--- src/rtl/pipe_trace_monitor.sv ---
`default_nettype none
// ============================================================================
//  Module   : pipe_trace_monitor
//  Brief    : ID-stage PC/instruction trace buffer with counters, halt
//             detection, watchdog and indexed read-back port.
//  Revision : 1.0 - initial release
// ============================================================================
module pipe_trace_monitor #(
    parameter int                  PC_W        = 32,
    parameter int                  INSTR_W     = 32,
    parameter int                  DEPTH       = 16,
    parameter int                  HALT_REPEAT = 4,
    parameter logic [INSTR_W-1:0]  HALT_INSTR  = 32'h0000000C,
    parameter int                  MAX_CYCLES  = 100000,
    parameter int                  CNT_W       = 32
) (
    input  logic                       clk,
    input  logic                       rstn,
    input  logic                       trace_valid,
    input  logic [PC_W-1:0]            trace_pc,
    input  logic [INSTR_W-1:0]         trace_instr,
    input  logic                       rd_en,
    input  logic [$clog2(DEPTH)-1:0]   rd_idx,
    output logic                       rd_valid,
    output logic                       rd_hit,
    output logic [PC_W-1:0]            rd_pc,
    output logic [INSTR_W-1:0]         rd_instr,
    output logic                       done,
    output logic                       timed_out,
    output logic [CNT_W-1:0]           cycle_cnt,
    output logic [CNT_W-1:0]           retired_cnt,
    output logic [$clog2(DEPTH):0]     fill_cnt
);

    localparam int                 c_aw        = $clog2(DEPTH);
    localparam logic [c_aw:0]      c_full      = (c_aw+1)'(DEPTH);
    localparam logic [CNT_W-1:0]   c_cyc_last  = CNT_W'(MAX_CYCLES - 1);
    localparam logic [CNT_W-1:0]   c_halt_rep  = CNT_W'(HALT_REPEAT);

    localparam logic [1:0] c_st_run     = 2'd0;
    localparam logic [1:0] c_st_halted  = 2'd1;
    localparam logic [1:0] c_st_timeout = 2'd2;

    logic [1:0]          r_state;
    logic [1:0]          w_state_next;
    logic                w_run;
    logic                w_wr_en;
    logic                w_halt;
    logic                w_timeout;

    logic [c_aw-1:0]     r_wr_ptr;
    logic [c_aw:0]       r_fill;
    logic [CNT_W-1:0]    r_cycle;
    logic [CNT_W-1:0]    r_retired;
    logic [CNT_W-1:0]    r_repeat;
    logic [CNT_W-1:0]    w_repeat_next;
    logic [PC_W-1:0]     r_last_pc;

    logic [PC_W-1:0]     r_mem_pc    [DEPTH];
    logic [INSTR_W-1:0]  r_mem_instr [DEPTH];

    logic [c_aw-1:0]     w_rd_addr;
    logic                w_rd_hit;
    logic                r_rd_valid;
    logic                r_rd_hit;
    logic [PC_W-1:0]     r_rd_pc;
    logic [INSTR_W-1:0]  r_rd_instr;

    // The first valid sample after reset never counts as a repeat.
    always_comb begin
        w_repeat_next = CNT_W'(1);
        if ((r_retired != '0) && (trace_pc == r_last_pc))
            w_repeat_next = (r_repeat == '1) ? r_repeat : r_repeat + CNT_W'(1);
    end

    assign w_wr_en   = w_run & trace_valid;
    assign w_halt    = w_wr_en & ((trace_instr == HALT_INSTR) || (w_repeat_next == c_halt_rep));
    assign w_timeout = w_run & (r_cycle == c_cyc_last) & ~w_halt;

    always_ff @(posedge clk) begin
        if (!rstn) r_state <= c_st_run;
        else       r_state <= w_state_next;
    end

    always_comb begin
        w_state_next = r_state;
        case (r_state)
            c_st_run: begin
                if (w_halt)         w_state_next = c_st_halted;
                else if (w_timeout) w_state_next = c_st_timeout;
            end
            default: w_state_next = r_state;
        endcase
    end

    always_comb begin
        w_run     = (r_state == c_st_run);
        done      = (r_state == c_st_halted);
        timed_out = (r_state == c_st_timeout);
    end

    always_ff @(posedge clk) begin
        if (!rstn) begin
            r_wr_ptr  <= '0;
            r_fill    <= '0;
            r_cycle   <= '0;
            r_retired <= '0;
            r_repeat  <= '0;
            r_last_pc <= '0;
        end else if (w_run) begin
            if (r_cycle != '1) r_cycle <= r_cycle + CNT_W'(1);
            if (trace_valid) begin
                r_wr_ptr  <= r_wr_ptr + c_aw'(1);
                if (r_fill != c_full)  r_fill    <= r_fill + (c_aw+1)'(1);
                if (r_retired != '1)   r_retired <= r_retired + CNT_W'(1);
                r_repeat  <= w_repeat_next;
                r_last_pc <= trace_pc;
            end
        end
    end

    always_ff @(posedge clk) begin
        if (w_wr_en) begin
            r_mem_pc[r_wr_ptr]    <= trace_pc;
            r_mem_instr[r_wr_ptr] <= trace_instr;
        end
    end

    // Index 0 maps to the oldest entry; pre-write pointers give old-data reads.
    assign w_rd_addr = r_wr_ptr - r_fill[c_aw-1:0] + rd_idx;
    assign w_rd_hit  = ({1'b0, rd_idx} < r_fill);

    always_ff @(posedge clk) begin
        if (!rstn) begin
            r_rd_valid <= 1'b0;
            r_rd_hit   <= 1'b0;
            r_rd_pc    <= '0;
            r_rd_instr <= '0;
        end else begin
            r_rd_valid <= rd_en;
            if (rd_en) begin
                r_rd_hit   <= w_rd_hit;
                r_rd_pc    <= w_rd_hit ? r_mem_pc[w_rd_addr]    : '0;
                r_rd_instr <= w_rd_hit ? r_mem_instr[w_rd_addr] : '0;
            end
        end
    end

    assign rd_valid    = r_rd_valid;
    assign rd_hit      = r_rd_hit;
    assign rd_pc       = r_rd_pc;
    assign rd_instr    = r_rd_instr;
    assign cycle_cnt   = r_cycle;
    assign retired_cnt = r_retired;
    assign fill_cnt    = r_fill;

endmodule
`default_nettype wire
--- config.mk ---
export PLATFORM = sky130hd
export DESIGN_NAME = pipe_trace_monitor
export DESIGN_NICKNAME = d
export VERILOG_FILES = /design/src/rtl/pipe_trace_monitor.sv
export SDC_FILE = /design/constraint.sdc
export NUM_CORES = 1
export LEC_CHECK = 0
export CAP_MARGIN = 20
export CORE_MARGIN = 2
export CORE_UTILIZATION = 37
export CTS_CLUSTER_SIZE = 12
export DETAILED_ROUTE_END_ITERATION = 6
export GPL_TIMING_DRIVEN = 0
export PLACE_DENSITY = 0.57
export RECOVER_POWER = 25
export SYNTH_ARGS = -nofsm -noshare
export SYNTH_HDL_FRONTEND = slang
export SYNTH_SLANG_ARGS = --single-unit
--- constraint.sdc ---
create_clock -name clk -period 14.4 [get_ports clk]
set_input_delay 4.32 -clock clk [delete_from_list [all_inputs] [get_ports clk]]
set_output_delay 4.32 -clock clk [all_outputs]
set_load 0.01 [all_outputs]
-- Yosys cells after proc, flatten, opt, wreduce, memory -nomap -nowiden
Memories as Yosys holds them, arrays and structs flattened.
Cells that the tools add are included.
- register bits: 205
- bits in latches: 0
- memory bits (writable): 1024
- memory bits (read-only): 0
- bits of input ports: 72
- output and inout port bits: 137
- logic and storage cells: 54
- memories kept: 2
- memories (name ; words ; bits a word ; rd ports ; clocked after memory_dff ; wr ports ; RTL line ; text):
    r_mem_instr ; 16 ; 32 ; 1 ; 0 ; 1 ; 60 ; logic [INSTR_W-1:0] r_mem_instr [DEPTH];
    r_mem_pc ; 16 ; 32 ; 1 ; 0 ; 1 ; 59 ; logic [PC_W-1:0] r_mem_pc [DEPTH];
- add/sub/neg operators: 7
- $mul: 0
- div/mod/pow operators: 0
- $lt $le $gt $ge: 1
- equality and inequality tests: 10
- shift operators: 0
- multiplexer cells: 8
- bitwise logic cells: 5
- reductions and logical operators: 10
- operator list (cell ; number):
    2-to-1 mux 32 bit ; 4
    adder 32 x 1 -> 32 bit (second input constant) ; 3
    inequality test 32 bit (second input constant) ; 2
    equality test 32 x 17 -> 1 bit (second input constant) ; 1
    equality test 32 x 3 -> 1 bit (second input constant) ; 1
    equality test 32 bit ; 1
    equality test 32 bit (second input constant) ; 1
    equality test 32 x 4 -> 1 bit (second input constant) ; 1
    nonzero test 32 bit ; 1
    AND reduction 2 bit ; 3
    AND reduction 3 bit ; 2
    adder 5 x 1 -> 5 bit (second input constant) ; 1
    less-than comparator 4 x 5 -> 1 bit ; 1
    inequality test 5 bit (second input constant) ; 1
    adder 4 x 1 -> 4 bit (second input constant) ; 1
    adder 4 bit ; 1
    AND 1 bit ; 4
    2-to-1 mux 2 bit ; 2
    subtractor 4 bit ; 1
    equality test 2 x 1 -> 1 bit (second input constant) ; 1
    equality test 2 bit (second input constant) ; 1
    logical NOT 2 bit ; 1
    2-to-1 mux 1 bit ; 2
    nonzero test 2 bit ; 1
    3 further kinds ; 3

-- Depth between registers and ports, before layout
Gate-level depths: netlist (run 1).
- depth in word-level cells: 10
- mapped depth: 14
- gate-level depth less buffers: 12

-- Worst setup path after synthesis (run 1)
Ideal clock, no wire load.
- path kind: input port to flip-flop
- start: input port trace_valid
- end: memory r_mem_instr[0][0] (enable)
- setup time: 0.565 ns
- arrival: 9.437 ns
- data required time: 13.835 ns
- path slack: 4.398 ns
- cell stages on the path: 5
- buffers on the path: 2
- cell sequence: and3_1 > clkbuf_1 > clkbuf_1 > nand2_1 > nor3_1
- longest elaborated chain between the ends: 3
- ends and longest elaborated chain (what ; RTL line ; text):
    from (decl) ; 19 ; input logic trace_valid,
    AND 1 bit ; 76 ; assign w_wr_en = w_run & trace_valid;
    2-to-1 mux 1 bit ; 123 ; if (w_wr_en) begin
    2-to-1 mux 1 bit (implied by the code) ; 125 ; r_mem_instr[r_wr_ptr] <= trace_instr;
    to (decl) ; 60 ;
No other way between the ends.

-- Worst setup path after layout (run 1)
- start: input port rd_idx[1]
- end: register r_rd_pc[22], in the netlist rd_pc[22]
- longest elaborated chain between the ends: 3
- ends and longest elaborated chain (what ; RTL line ; text):
    from (decl) ; 23 ; input logic [$clog2(DEPTH)-1:0] rd_idx,
    adder 4 bit ; 130 ; assign w_rd_addr = r_wr_ptr - r_fill[c_aw-1:0] + rd_idx;
    memory read (16 x 32 bit) ; n/a ;
    2-to-1 mux 32 bit (*) ; 143 ; r_rd_pc <= w_rd_hit ? r_mem_pc[w_rd_addr] : '0;
    to (signal assigned) ; 143 ;
    to (decl) ; 66 ; logic [PC_W-1:0] r_rd_pc;
Every way passes the cells marked *; elsewhere a longest branch is shown, timed or not.
A chain may end at the register's enable or synchronous reset.

==> results of run 1 <==
[final timing paths]
| kind | cells past startpoint | slack, ns | end |
|---|---|---|---|
| min reg2reg | 2 | 0.47 | r_last_pc[26] |
| max | 12 | 5.53 | rd_pc[22] |
| max reg2reg | 13 | 8.86 | rd_pc[22] |
| min | 2 | 0.47 | r_last_pc[26] |
[metal layers]
metal  global-route usage, %  vias to the layer above  share of wire (%)  wire length [µm]
li1                        -                    12200                  -                 -
met1                    25.8                    14200                 43             54900
met2                    30.4                      988                 48             60700
met3                    3.87                      200                7.2              9120
met4                    5.12                       14                2.0              2600
met5                       0                        -              0.078                99
[per-stage QoR]
step | hold WS (ns) | setup TNS (ns)
after floorplan | 0.449 | 0
after global placement | 0.454 | -263.37
after detailed placement | 0.460 | 0
after CTS | 0.468 | 0
after global routing | 0.479 | 0
final | 0.467 | 0
[logic make-up (layout without fill, tap and decap cells)]
logic type,after synthesis,count (layout),synth area share (%)
flops,1229,1229,71.6
other cells,0,1,0
fa+ha+maj,20,20,0.560
xor+xnor,106,106,1.91
mux,328,328,13.3
simple gates,631,631,6.60
buf+inv,200,723,1.60
compound gates,353,353,4.44
[Yosys cell counts, drive strengths merged (15+ instances only)]
master,instances
nor2b,83
nand4,50
xnor2,69
nor2,183
o21ai,44
nor3,26
edfxtp,1024
mux2i,72
a211oi,68
and2,15
nand2,130
a22oi,52
buf,44
dfxtp,205
nand3,41
mux4,256
or3,23
clkbuf,123
nor4,31
a21oi,157
xor2,37
ha,17
inv,32
[state kept, by name (all words and copies together) (netlist names)]
register and count:
r_mem_instr 512, r_mem_pc 512, cycle_cnt 32, r_last_pc 32, r_repeat 32, rd_instr 32
rd_pc 32, retired_cnt 32, fill_cnt 5, r_wr_ptr 4, r_state 2, rd_hit 1
rd_valid 1
[worst max-delay path: stages]
cell,delay (ns)
sky130_fd_sc_hd__clkdlybuf4s50_1,0.51
sky130_fd_sc_hd__inv_1,0.08
sky130_fd_sc_hd__fa_1,0.52
sky130_fd_sc_hd__fa_1,0.39
sky130_fd_sc_hd__xnor2_1,0.69
sky130_fd_sc_hd__clkbuf_1,0.78
sky130_fd_sc_hd__clkbuf_2,0.65
sky130_fd_sc_hd__buf_1,0.88
sky130_fd_sc_hd__mux2i_1,0.27
sky130_fd_sc_hd__a21oi_1,0.13
sky130_fd_sc_hd__a21oi_1,0.20
sky130_fd_sc_hd__nor2_1,0.05
[final cells by class]
cell class,instances,share of cell area (%)
Sequential cell,1229,59.6
Tap cell,1755,3.76
Inverter,33,0.212
Antenna cell,1,0.00428
Buffer,167,1.13
Clock inverter,48,0.826
Timing Repair Buffer,282,5.59
Multi-Input combinational cell,1438,22.5
Clock buffer,193,6.31
[power groups by stage]
stage	clock (mW)	sequential, mW	combinational, mW
final	3.28	3.94	1.72
after detailed placement	0	4.02	1.75
after floorplan	0	4.02	1.09
after CTS	3.35	3.94	1.76
after global placement	0	4.03	1.71
after global routing	3.48	3.95	1.86
==> insert_results.sql, run 1 <==
INSERT INTO impl_metrics (metric_group, metric, value, unit) VALUES
('critical_path', 'nature_of_the_critical_path_startpoint', 'input port', ''),
('cts', 'cts_tree', 'yes', ''),
('detailed_routing', 'route.final.wire_length', '127000', 'µm'),
('detailed_routing', 'ant_nets', '0', ''),
('cts', 'post_cts_hold_buffer_count', '0', ''),
('yosys', 'ys_seq_elements', '1229', ''),
('die', 'floorplan.initialDensity', '37.1', '%'),
('pwr', 'power.net_switching', '2.42', 'mW'),
('die', 'die_width', '367', 'µm'),
('die', 'design.die.area', '135000', 'µm²'),
('sta', 'fmax', '113', 'MHz'),
('pwr', 'ir_drop', '136', 'µV'),
('pwr', 'power_frac_clock', '36.6', '%'),
('cells_and_area', 'fillers', '11500', ''),
('global_route', 'grt_pass1_wl', '187000', 'µm'),
('sta', 'setup_violations', '0', ''),
('placement', 'numPlacedInstances', '4899', ''),
('die', 'coreArea', '131000', 'µm²'),
('critical_path', 'timing.rr.start', 'r_wr_ptr[2]', ''),
('pwr', 'combPwrFrac', '19.3', '%'),
('die', 'io_pins', '209', ''),
('sta', 'unrepaired_setup_endpoints_after_global_routing', 'no', ''),
('yosys', 'synthesis.yosys.warnings', '0', ''),
('pwr', 'swShare', '27.0', '%'),
('critical_path', 'worst_ep_required_time', '15.03', 'ns'),
('critical_path', 'cp-startpoint', 'rd_idx[1]', ''),
('cells_and_area', 'final_area', '58400', 'µm²'),
('cts', 'cts_resized', '0', ''),
('critical_path', 'arrival', '9.50', 'ns'),
('pwr', 'cell_internal_pwr', '6.53', 'mW'),
('cells_and_area', 'finish.net_count', '3378', ''),
('cts', 'clk_latency', '0.77', 'ns'),
('cells_and_area', 'area_growth_from_synthesis_to_layout', '20.0', '%'),
('placement', 'port_buffers', '208', ''),
('sta', 'post-route-period-util', '61.6', '%'),
('yosys', 'synth_cell_area', '48700', 'µm²'),
('detailed_routing', 'drt_first_pass_iters', '5', ''),
('cells_and_area', 'postLayoutCoreUtil', '44.6', '%'),
('sta', 'worst-slew-pin-transition', '1.13', 'ns'),
('yosys', 'synth_async_sr_flop_share', '0', '%'),
('global_route', 'grtUsageTotal', '18.8', '%'),
('global_route', 'grt_pass1_vias', '27700', ''),
('pwr', 'cellPowerDensity', '153', 'nW/µm²'),
('run', 'cap_viol_max_count', '0', ''),
('sta', 'clock-skew-final', '0.0280', 'ns'),
('global_route', 'antenna_found_initial', '17', ''),
('cells_and_area', 'final_common_cell', 'sky130_fd_sc_hd__edfxtp_1', ''),
('detailed_routing', 'routed_via_density', '5.36', ''),
('cts', 'cts.sink_count', '1229', ''),
('yosys', 'ys_dominant_reg_cell', 'sky130_fd_sc_hd__edfxtp_1', ''),
('yosys', 'synth_cells', '2867', ''),
('sta', 'maxSlewViolCount', '0', ''),
('pwr', 'total_power', '8.94', 'mW'),
('yosys', 'synthesis.area_per_instance', '17.0', 'µm²'),
('pwr', 'static-leakage-power', '18.5', 'nW'),
('yosys', 'synth_top_area_cell', 'sky130_fd_sc_hd__edfxtp_1', ''),
('cts', 'ctsLongestPathBuffers', '3', ''),
('cts', 'post_cts.repair.setup_buffers', '0', ''),
('critical_path', 'worstPathMaxFanout', '10', ''),
('pwr', 'p_seq_share', '44.1', '%'),
('cts', 'cts.clk_slew.worst_paths', '0.06', 'ns'),
('placement', 'pre_cts_slack', '4.63', 'ns'),
('sta', 'finalWorstPathRequiredPeriod', '8.87', 'ns'),
('global_route', 'grt_overflow', '0', ''),
('critical_path', 'endpoint_kind', 'flip-flop', ''),
('yosys', 'synth-edff-count', '1024', ''),
('yosys', 'top_cells_by_area_synth', 'sky130_fd_sc_hd__edfxtp_1 (63%), sky130_fd_sc_hd__mux4_2 (12%), sky130_fd_sc_hd__dfxtp_1 (8.4%)', ''),
('global_route', 'grt_start_max_net_pins', '26', ''),
('cells_and_area', 'layout_common_cells', 'sky130_fd_sc_hd__edfxtp_1 (1024), sky130_fd_sc_hd__mux4_2 (256), sky130_fd_sc_hd__dfxtp_1 (205)', ''),
('yosys', 'synth_sequential_area_ratio', '71.6', '%'),
('outcome', 'status', 'complete, no violations', '');
(Power assumes the default switching activity.)
==> run 2: changes to the inputs <==
==> constraint.sdc (replaced) <==
create_clock -name clk -period 8.74 [get_ports clk]
set_input_delay 2.622 -clock clk [delete_from_list [all_inputs] [get_ports clk]]
set_output_delay 2.622 -clock clk [all_outputs]
set_load 0.01 [all_outputs]
==> results of run 2 <==
The final DEF is identical to that of run 1. Status: complete, no violations.
Main changes from that run: setup slack after placement 4.63 ns -> 0.668 ns; setup slack after layout 5.53 ns -> 1.57 ns; register-to-register setup slack 8.86 ns -> 3.20 ns; total power 8.94 mW -> 14.7 mW; worst IR drop on VDD 136 µV -> 224 µV
